==> config.mk <==
export PLATFORM = sky130hd
export DESIGN_NAME = mips_cpu_run_monitor
export DESIGN_NICKNAME = d
export VERILOG_FILES = /design/src/rtl/mips_cpu_run_monitor.sv
export SDC_FILE = /design/constraint.sdc
export NUM_CORES = 1
export LEC_CHECK = 0
export ABC_AREA = 1
export CAP_MARGIN = 20
export CORE_MARGIN = 2
export CORE_UTILIZATION = 54
export DETAILED_ROUTE_END_ITERATION = 7
export PLACE_DENSITY = 0.87
export REMOVE_ABC_BUFFERS = 1
export SLEW_MARGIN = 10
export SYNTH_ARGS = -nofsm -noshare
export SYNTH_HDL_FRONTEND = slang
export SYNTH_SLANG_ARGS = --single-unit
==> constraint.sdc <==
create_clock -name clk -period 4.2 [get_ports clk]
set_clock_uncertainty 0.15 [all_clocks]
set_input_delay 0.63 -clock clk [delete_from_list [all_inputs] [get_ports clk]]
set_output_delay 0.63 -clock clk [all_outputs]
set_load 0.02 [all_outputs]
==> src/rtl/mips_cpu_run_monitor.sv <==
// Run monitor for the MIPS Harvard CPU benches: checks the reset vector, counts cycles and
// fetches up to halt, waits for the CPU to go idle, then latches a sticky pass/fail verdict.
module mips_cpu_run_monitor #(
  parameter int unsigned             ADDR_W       = 32,
  parameter logic [ADDR_W-1:0]       RESET_VECTOR = 32'hBFC00000,
  parameter logic [ADDR_W-1:0]       HALT_ADDR    = 32'h00000000,
  parameter int unsigned             CNT_W        = 16,
  parameter int unsigned             TIMEOUT      = 1000,
  parameter int unsigned             DRAIN_CYCLES = 4
) (
  input  logic              clk,
  input  logic              reset,
  input  logic              clk_enable,
  input  logic              active,
  input  logic [ADDR_W-1:0] instr_address,
  input  logic [ADDR_W-1:0] register_v0,
  input  logic [ADDR_W-1:0] expected_v0,
  output logic              done,
  output logic              pass,
  output logic [2:0]        fail_code,
  output logic [CNT_W-1:0]  cycle_count,
  output logic [CNT_W-1:0]  fetch_count,
  output logic [ADDR_W-1:0] v0_captured
);

  localparam int unsigned DrainW = (DRAIN_CYCLES < 2) ? 1 : $clog2(DRAIN_CYCLES + 1);

  typedef enum logic [2:0] {StIdle, StRun, StDrain, StPass, StFail} state_e;

  state_e              state_q, state_d;
  logic                done_q, done_d;
  logic                pass_q, pass_d;
  logic [2:0]          fail_code_q, fail_code_d;
  logic [CNT_W-1:0]    cycle_q, cycle_d;
  logic [CNT_W-1:0]    fetch_q, fetch_d;
  logic [ADDR_W-1:0]   v0_q, v0_d;
  logic [ADDR_W-1:0]   exp_q, exp_d;
  logic [ADDR_W-1:0]   prev_q, prev_d;
  logic [DrainW-1:0]   drain_q, drain_d;

  always_comb begin
    state_d     = state_q;
    done_d      = done_q;
    pass_d      = pass_q;
    fail_code_d = fail_code_q;
    cycle_d     = cycle_q;
    fetch_d     = fetch_q;
    v0_d        = v0_q;
    exp_d       = exp_q;
    prev_d      = prev_q;
    drain_d     = drain_q;

    if (clk_enable) begin
      unique case (state_q)
        StIdle: begin
          if (instr_address != RESET_VECTOR) begin
            state_d     = StFail;
            done_d      = 1'b1;
            fail_code_d = 3'd1;
          end else begin
            state_d = StRun;
            cycle_d = CNT_W'(1);
            prev_d  = instr_address;
          end
        end
        StRun: begin
          cycle_d = cycle_q + CNT_W'(1);
          if (instr_address != prev_q) begin
            fetch_d = fetch_q + CNT_W'(1);
            prev_d  = instr_address;
          end
          // Halt beats timeout when both land on the same cycle.
          if (instr_address == HALT_ADDR) begin
            v0_d    = register_v0;
            exp_d   = expected_v0;
            drain_d = '0;
            state_d = StDrain;
          end else if (cycle_d == CNT_W'(TIMEOUT)) begin
            state_d     = StFail;
            done_d      = 1'b1;
            fail_code_d = 3'd2;
          end
        end
        StDrain: begin
          if (!active) begin
            done_d = 1'b1;
            if (v0_q == exp_q) begin
              state_d     = StPass;
              pass_d      = 1'b1;
              fail_code_d = 3'd0;
            end else begin
              state_d     = StFail;
              fail_code_d = 3'd4;
            end
          end else begin
            drain_d = drain_q + DrainW'(1);
            if (drain_d == DrainW'(DRAIN_CYCLES)) begin
              state_d     = StFail;
              done_d      = 1'b1;
              fail_code_d = 3'd3;
            end
          end
        end
        StPass, StFail: ;
        default: state_d = StIdle;
      endcase
    end
  end

  always_ff @(posedge clk) begin
    if (reset) begin
      state_q     <= StIdle;
      done_q      <= 1'b0;
      pass_q      <= 1'b0;
      fail_code_q <= 3'd0;
      cycle_q     <= '0;
      fetch_q     <= '0;
      v0_q        <= '0;
      exp_q       <= '0;
      prev_q      <= '0;
      drain_q     <= '0;
    end else begin
      state_q     <= state_d;
      done_q      <= done_d;
      pass_q      <= pass_d;
      fail_code_q <= fail_code_d;
      cycle_q     <= cycle_d;
      fetch_q     <= fetch_d;
      v0_q        <= v0_d;
      exp_q       <= exp_d;
      prev_q      <= prev_d;
      drain_q     <= drain_d;
    end
  end

  assign done        = done_q;
  assign pass        = pass_q;
  assign fail_code   = fail_code_q;
  assign cycle_count = cycle_q;
  assign fetch_count = fetch_q;
  assign v0_captured = v0_q;

endmodule

# [Word-level counts from Yosys, hierarchy flattened]
# Cells that the tools add are included.
[word_totals] register_bits=139 output_inout_bits=69 word_cells=75
[op_classes] n_addsub=3 eq_ne=18 mux=28 bitwise=2 reduce_logical=14
[ops] operator="two-way mux 32 bit" n=2
[ops] operator="one-hot mux 32 bit (2 select lines)" n=1
[ops] operator="two-way mux 3 bit" n=14
[ops] operator="adder 16 x 1 -> 16 bit, second input constant" n=2
[ops] operator="equality test 32 bit" n=1
[ops] operator="logical NOT 32 bit" n=1
[ops] operator="!= test 32 bit" n=1
[ops] operator="!= test 32 bit, second input constant" n=1
[ops] operator="one-hot mux 16 bit (2 select lines)" n=1
[ops] operator="equality test 16 x 10 -> 1 bit, second input constant" n=1
[ops] operator="two-way mux 16 bit" n=1
[ops] operator="AND reduction 4 bit" n=4
[ops] operator="!= test 2 bit, second input constant" n=7
[ops] operator="one-hot mux 3 bit (4 select lines)" n=1
[ops] operator="one-hot mux 3 bit (3 select lines)" n=1
[ops] operator="AND reduction 3 bit" n=3
[ops] operator="equality test 3 x 2 -> 1 bit, second input constant" n=2
[ops] operator="equality test 3 bit, second input constant" n=2
[ops] operator="!= test 3 bit, second input constant" n=2
[ops] operator="one-hot mux 3 bit (2 select lines)" n=1
[ops] operator="AND reduction 6 bit" n=1
[ops] operator="two-way mux 1 bit" n=5
[ops] operator="nonzero test 2 bit" n=2
[ops] operator="adder 3 x 1 -> 3 bit, second input constant" n=1
[ops] operator="6 further kinds" n=7

# [Longest topological paths before layout]
# Gate-level depths: netlist (run 1).
[logic_depth] depth_word=5 mapped_depth=15

# [Least setup slack after synthesis (run 1)]
# No wires, ideal clock.
[synth_timing] path_type="reg-to-reg" startpoint="register cycle_q[0], in the netlist cycle_count[0]" endpoint="register state_q[0]" setup_time_ps=113 arrival_time_ps=1809 required_time_ps=3937 setup_slack_ps=2128 path_stages_with_launch=15 cell_sequence="dfxtp_1 ha_1 nand2_1 nor2_2 nand2_1 nor2_1 nand2_1 nand2_1 nand2_1 nor2_1 nand3_2 nand2_2 nand2_2 nor2_1 nor2_1"
[synth_between] elab_chain_cells=4
[synth_lines] item="from (decl)" line_no="34" text="logic [CNT_W-1:0] cycle_q, cycle_d;"
[synth_lines] item="from (signal assigned)" line_no="127" text="cycle_q <= cycle_d;"
[synth_lines] item="adder 16 x 1 -> 16 bit" line_no="67" text="cycle_d = cycle_q + CNT_W'(1);"
[synth_lines] item="equality test 16 x 10 -> 1 bit" line_no="78" text="end else if (cycle_d == CNT_W'(TIMEOUT)) begin"
[synth_lines] item="!= test 3 bit (no source line)"
[synth_lines] item="AND reduction 4 bit (no source line)"
[synth_lines] item="to (signal assigned)" line_no="112" text="state_q <= StIdle;"
[synth_lines] item="to (signal assigned)" line_no="123" text="state_q <= state_d;"
[synth_lines] item="to (decl)" line_no="30" text="state_e state_q, state_d;"
# Every way passes these cells.
# A chain may end at the register's enable or synchronous reset.

# [Worst setup path in the final report (run 1)]
[layout_timing] startpoint="input instr_address[29]" endpoint="register prev_q[15]"
[layout_between] elab_chain_cells=3
[layout_lines] item="from (decl)" line_no="15" text="input logic [ADDR_W-1:0] instr_address,"
[layout_lines] item="!= test 32 bit (on tied branches)" line_no="68, 56"
[layout_lines] item="!= test 2 bit (no source line)"
[layout_lines] item="AND reduction 4 bit (no source line) *"
[layout_lines] item="to (signal assigned)" line_no="131" text="prev_q <= prev_d;"
[layout_lines] item="to (decl)" line_no="38" text="logic [ADDR_W-1:0] prev_q, prev_d;"
# Mark *: on every way between the ends. The rest lies on a longest branch, timed or not.

==> results of run 1 <==
## worst max-delay path, stage by stage
cell and delay (ps):
clkdlybuf4s50_1 540, nand2_1 70, nor3_1 150, nand2_1 100, nor2_2 120, nand2_1 80
nand2_2 90, nand3_4 180, clkinv_2 130, nand2_2 310, inv_2 560, o21ai_0 170
a21oi_1 170
## layer usage
layer / vias up / global-route usage / wire [um]
met5: - / 0 / 0
met1: 2990 / 0.305 / 7250
met4: 0 / 0.0957 / 276
li1: 3423 / - / -
met3: 21 / 0.0736 / 1260
met2: 221 / 0.433 / 8140
## worst paths after layout
kind                                 from                       to  slack [ps]  cells past startpoint
hold reg to reg         done$_SDFFE_PP0P_        done$_SDFFE_PP0P_         300                      2
setup reg to reg  state_q[2]$_SDFFE_PP0P_  prev_q[15]$_SDFFE_PP0P_        1570                     10
hold / removal          done$_SDFFE_PP0P_        done$_SDFFE_PP0P_         300                      2
setup / recovery        instr_address[29]  prev_q[15]$_SDFFE_PP0P_        1070                     13
## cell type report
type	count	area share
clock buffers	18	0.0482
clock inverters	14	0.0110
inverters	67	0.0278
multi-input cells	729	0.394
flip-flops and latches	139	0.306
well taps	172	0.0236
repair buffers	174	0.190
## power groups by stage
stage                     Sequential, mW  Clock [mW]  Combinational (mW)
after detailed placement            1.60           0               0.835
after floorplan                     1.61           0               0.532
after global placement              1.60           0               0.810
after CTS                           1.58        1.37               0.839
after global routing                1.59        1.42               0.949
final                               1.58        1.35               0.839
## cell families (layout without fill, tap and decap cells)
family,count (synthesis),after routing,synth area share
buffers and inverters,105,273,0.0734
and+or+nand+nor,493,493,0.302
adders and majority gates,5,5,0.00910
AOI/OAI and AO/OA,168,168,0.130
DFF,139,139,0.405
xor gates and xnor gates,63,63,0.0803
## state kept, by name (all words and copies together), names as in the netlist
name and cells:
pass 1, fail_code 3, done 1, fetch_count 16, cycle_count 16, state_q 3
prev_q 32, drain_q 3, v0_captured 32, exp_q 32
## placed cells by master, fill, tap and decap left out, types with 2 or more instances in the layout
cell type,n
nand2_1,150
nand3_1,29
xnor2_1,58
ha_1,5
o21ai_0,103
nor4_1,4
nand4_1,8
o21bai_1,4
dfxtp_1,139
buf_4,6
or2_2,7
clkinv_2,6
nor2_1,256
nand3b_1,2
nor3_1,9
clkdlybuf4s50_1,168
and3_1,2
a21oi_1,34
nor2_4,2
a22oi_1,5
nor2_2,6
xor2_1,5
a32oi_1,8
nand2_2,10
nor3b_1,3
inv_2,6
inv_1,60
clkinvlp_4,3
o21ai_1,13
clkinv_4,5
clkbuf_16,17
## cells in the mapped netlist, drive strengths merged
library cell	n
clkbuf	18
a21oi	34
o21a	1
nand4	8
o21ai	116
xor2	5
buf	20
and3	2
clkinv	1
xnor2	58
dfxtp	139
a22oi	5
nand3	31
nand2	160
nor4	4
nor2	265
and2	1
or2	7
nor3	10
o21bai	4
a32oi	8
ha	5
nor3b	3
nand3b	2
inv	66
## stage by stage
stage	cell area, um^2	util	cells	setup slack, ps	hold WS, ps
after CTS	9100	0.727	1313	1110	302
after global routing	9100	0.727	1313	724	323
after floorplan	6620	-	935	1620	294
after detailed placement	8560	0.684	1281	694	293
final	9100	0.727	1313	1070	302
after global placement	8560	0.684	1281	814	290
==> results.py, run 1 <==
metrics = {
    "timing": {
        "rsz0062_at_grt": "no",
        "hold_violations": 0,
        "clock.fmax_ghz": 0.320,
        "drv_slew": 0,
        "finalSetupViolations": 0,
        "worst_slew_pin_slew_ps": 903,
        "final.setup.tns_ps": 0,
        "post-route-min-period_ps": 3130,
        "min_period_over_period": 0.745,
        "slew-limit-headroom": 0.397,
    },
    "detailed_routing": {
        "wl_per_cell_um": 12.9,
        "vias_per_cell": 5.07,
        "drc": 0,
        "drtPass1Iterations": 6,
        "drtIter0Drc": 494,
        "antenna_left": 0,
        "wl_mm": 16.9,
        "dr_total_vias": 6655,
    },
    "critical_path": {
        "endpoint_kind": "register",
        "path_max_fanout": 35,
        "critPathKind": "input port to register",
        "arrival_ps": 3320,
        "crit_required_ps": 4390,
        "worstSetupStartpointType": "input port",
    },
    "clock_network": {
        "clock_latency_ps": 420,
        "post_cts_resized": 0,
        "cts_root_buf": "clkbuf_16",
        "cts.sinks": 139,
        "post-cts-setup-buffers": 0,
        "clk_path_buf_depth": 2,
        "cts_inserted_buffers": 17,
        "clk_pin_slew_ps": 60,
        "hold_buffers": 0,
        "cts_tree": "built",
        "htree_levels": 4,
    },
    "global_route": {
        "gr-total-overflow": 0,
        "grt_pass1_vias": 6169,
        "grt_usage": 0.254,
        "antenna_found_initial": 0,
        "grt_pass1_wl_mm": 27.8,
        "grt_start_max_net_pins": 77,
    },
    "synthesis": {
        "synth.distinct_cells": 36,
        "ys_ff_latch": 139,
        "yosysSeqAreaShare": 0.405,
        "ys_top_cells_by_area": "dfxtp_1 (40%), nor2_1 (14%), nand2_1 (8.2%), o21ai_0 (7.5%), xnor2_1 (7.4%)",
        "post-synth-top-area-fraction": 0.405,
        "syn-cell-area_um2": 6870,
        "avgSynthCellArea_um2": 7.06,
        "yosysTopAreaCell": "dfxtp_1",
        "yosysWarnings": 0,
        "synthCells": 973,
    },
    "power": {
        "pwr-share-comb": 0.223,
        "seq_power_share": 0.419,
        "p_leak_nw": 3.33,
        "p_per_area_nw_per_um2": 414,
        "switching_share": 0.310,
        "finalPower_mw": 3.77,
        "clkPwrFrac": 0.359,
        "p_int_mw": 2.60,
        "vdd_drop_max_v": 0.000287,
        "switching_power_mw": 1.17,
    },
    "die": {
        "die_h_um": 117,
        "core_um2": 12500,
        "die_w_um": 117,
        "io_pins": 169,
        "num_rows": 41,
        "start_util": 0.549,
        "die-area_um2": 13600,
    },
    "cells_and_area": {
        "fillers": 1047,
        "layout-drive-gt1-share": 0.0649,
        "num_antenna_cells": 0,
        "nets": 1233,
        "syn2layout_area_growth_pct": 32.4,
        "multi_input_comb_area_um2": 3590,
        "seq_area_um2": 2780,
    },
    "status": {
        "status": "finished clean",
    },
    "place": {
        "place_congestion": 0.858,
        "io_buffer_count": 168,
        "dpl.hpwl_mm": 12.0,
    },
    "flow_run": {
        "max_cap_viol_count": 0,
    },
    "min_path": {
        "min_path_type": "register to register",
    },
}
Note: power is estimated with default switching activity, not from simulation.
==> run 2, diff against run 1 <==
CORE_UTILIZATION = 50   (was 54)
PLACE_DENSITY = 0.82   (was 0.87)
clock period = 3 ns   (was 4.2 ns; I/O delays follow)
==> run 2 against run 1 <==
  * Count of clock-buffer cells in the layout increased by 5
  * Sequential cell count unchanged
  * Wire length is 0.60% lower
  * Global-route usage down 2.1 points
  * Critical path depth increased by 2
  * First-iteration DRC count is 6.5% lower
  * Critical endpoint is now state_q[0]$_SDFFE_PP0P_
==> results.py, run 2 (synthesized netlist as in run 1, its figures left out) <==
metrics = {
    "status": {
        "status": "finished clean",
    },
    "global_route": {
        "grt_pass1_wl_mm": 27.6,
        "gr-total-overflow": 0,
        "grt_start_max_net_pins": 78,
        "grt_pass1_vias": 6019,
        "grt_usage": 0.233,
        "antenna_found_initial": 0,
    },
    "power": {
        "p_leak_nw": 3.39,
        "finalPower_mw": 5.41,
        "p_per_area_nw_per_um2": 588,
        "vdd_drop_max_v": 0.000405,
    },
    "detailed_routing": {
        "drtIter0Drc": 462,
        "vias_per_cell": 5.01,
        "drtPass1Iterations": 5,
        "wl_mm": 16.8,
        "wl_per_cell_um": 12.7,
        "drc": 0,
        "antenna_left": 0,
        "dr_total_vias": 6624,
    },
    "place": {
        "io_buffer_count": 168,
        "dp.cells": 1290,
        "pre_cts_ws_ps": 345,
        "dpl.hpwl_mm": 12.0,
        "place_congestion": 0.891,
    },
    "timing": {
        "worst_slew_pin_slew_ps": 491,
        "hold_violations": 0,
        "setup_slack_ps": 616,
        "slew-limit-headroom": 0.669,
        "clock.fmax_ghz": 0.419,
        "finalSetupViolations": 0,
        "drv_slew": 0,
        "rsz0062_at_grt": "no",
        "min_period_over_period": 0.795,
        "final.setup.tns_ps": 0,
        "post-route-min-period_ps": 2380,
        "whs_ps": 301,
    },
    "critical_path": {
        "worstSetupStartpointType": "register",
        "critPathKind": "register to register",
        "arrival_ps": 2580,
        "endpoint_kind": "register",
        "path_max_fanout": 8,
        "crit_required_ps": 3200,
    },
    "cells_and_area": {
        "layout.cells.non_filler": 1322,
        "fillers": 1146,
        "num_antenna_cells": 0,
        "final_common_cell": "nor2_1",
        "syn2layout_area_growth_pct": 34.0,
        "final_cell_mix": "nor2_1 (256), clkdlybuf4s50_1 (168), nand2_1 (150), dfxtp_1 (139), o21ai_0 (103)",
        "nets": 1238,
        "layout-drive-gt1-share": 0.0654,
    },
    "clock_network": {
        "cts_inserted_buffers": 17,
        "cts_root_buf": "clkbuf_16",
        "clk_pin_slew_ps": 60,
        "htree_levels": 4,
        "clock_latency_ps": 410,
        "cts.sinks": 139,
        "post_cts_resized": 0,
        "cts_tree": "built",
        "post-cts-setup-buffers": 0,
        "hold_buffers": 0,
        "clk_path_buf_depth": 2,
    },
    "die": {
        "start_util": 0.515,
        "num_rows": 42,
        "die-area_um2": 14700,
        "core_um2": 13300,
        "die_w_um": 121,
        "die_h_um": 121,
        "io_pins": 169,
    },
    "flow_run": {
        "max_cap_viol_count": 0,
    },
    "min_path": {
        "min_path_type": "register to register",
    },
}
==> run 2: worst max-delay path: stages, from the launching register on <==
cell and delay [ps]:
dfxtp_1 500, ha_1 300, nand2_1 90, nor2_2 150
nand2_1 120, nand2_1 100, nand2_1 50, nor2_1 100
nand2_1 60, nor2_1 170, nand3_2 130, nand2_2 100
nand2_2 80, nand2_1 80, nand2_1 60, nor2_1 100
==> run 2: per-layer routing <==
layer | wire (um) | vias up | global-route usage
met4 | 285 | 0 | 0.0797
met1 | 7400 | 2943 | 0.290
met5 | 0 | - | 0
li1 | - | 3437 | -
met2 | 7770 | 217 | 0.382
met3 | 1370 | 27 | 0.0752
==> run 2: final timing paths <==
check                                                 start                      end  slack, ps  cells after the start
worst max-delay path            cycle_count[0]$_SDFFE_PP0P_  state_q[0]$_SDFFE_PP0P_        620                     15
worst min-delay path                      done$_SDFFE_PP0P_        done$_SDFFE_PP0P_        300                      2
worst max register to register  cycle_count[0]$_SDFFE_PP0P_  state_q[0]$_SDFFE_PP0P_        620                     15
worst min register to register            done$_SDFFE_PP0P_        done$_SDFFE_PP0P_        300                      2
==> run 2: cell type report <==
type / count / area (um^2) / area share
Multi-Input combinational cell: 729 / 3590 / 0.390
Sequential cell: 139 / 2780 / 0.302
Timing Repair Buffer: 179 / 1800 / 0.196
Clock buffer: 23 / 468 / 0.0508
Inverter: 67 / 253 / 0.0275
Tap cell: 176 / 220 / 0.0239
Clock inverter: 9 / 95.1 / 0.0103
==> run 2: power breakdown <==
| group | leakage [nW] | switching (mW) | internal, mW | total [mW] |
|---|---|---|---|---|
| clock network | 0.284 | 0.753 | 1.26 | 2.01 |
| logic | 1.98 | 0.656 | 0.547 | 1.20 |
| registers | 1.13 | 0.154 | 2.05 | 2.20 |
| total | 3.39 | 1.56 | 3.85 | 5.41 |
==> run 2: per-stage QoR <==
| stage | cell area (um^2) | utilization |
|---|---|---|
| after floorplan | 6620 | - |
| after global placement | 8640 | 0.648 |
| after detailed placement | 8640 | 0.648 |
| after CTS | 9210 | 0.690 |
| after global routing | 9210 | 0.690 |
| final | 9210 | 0.690 |
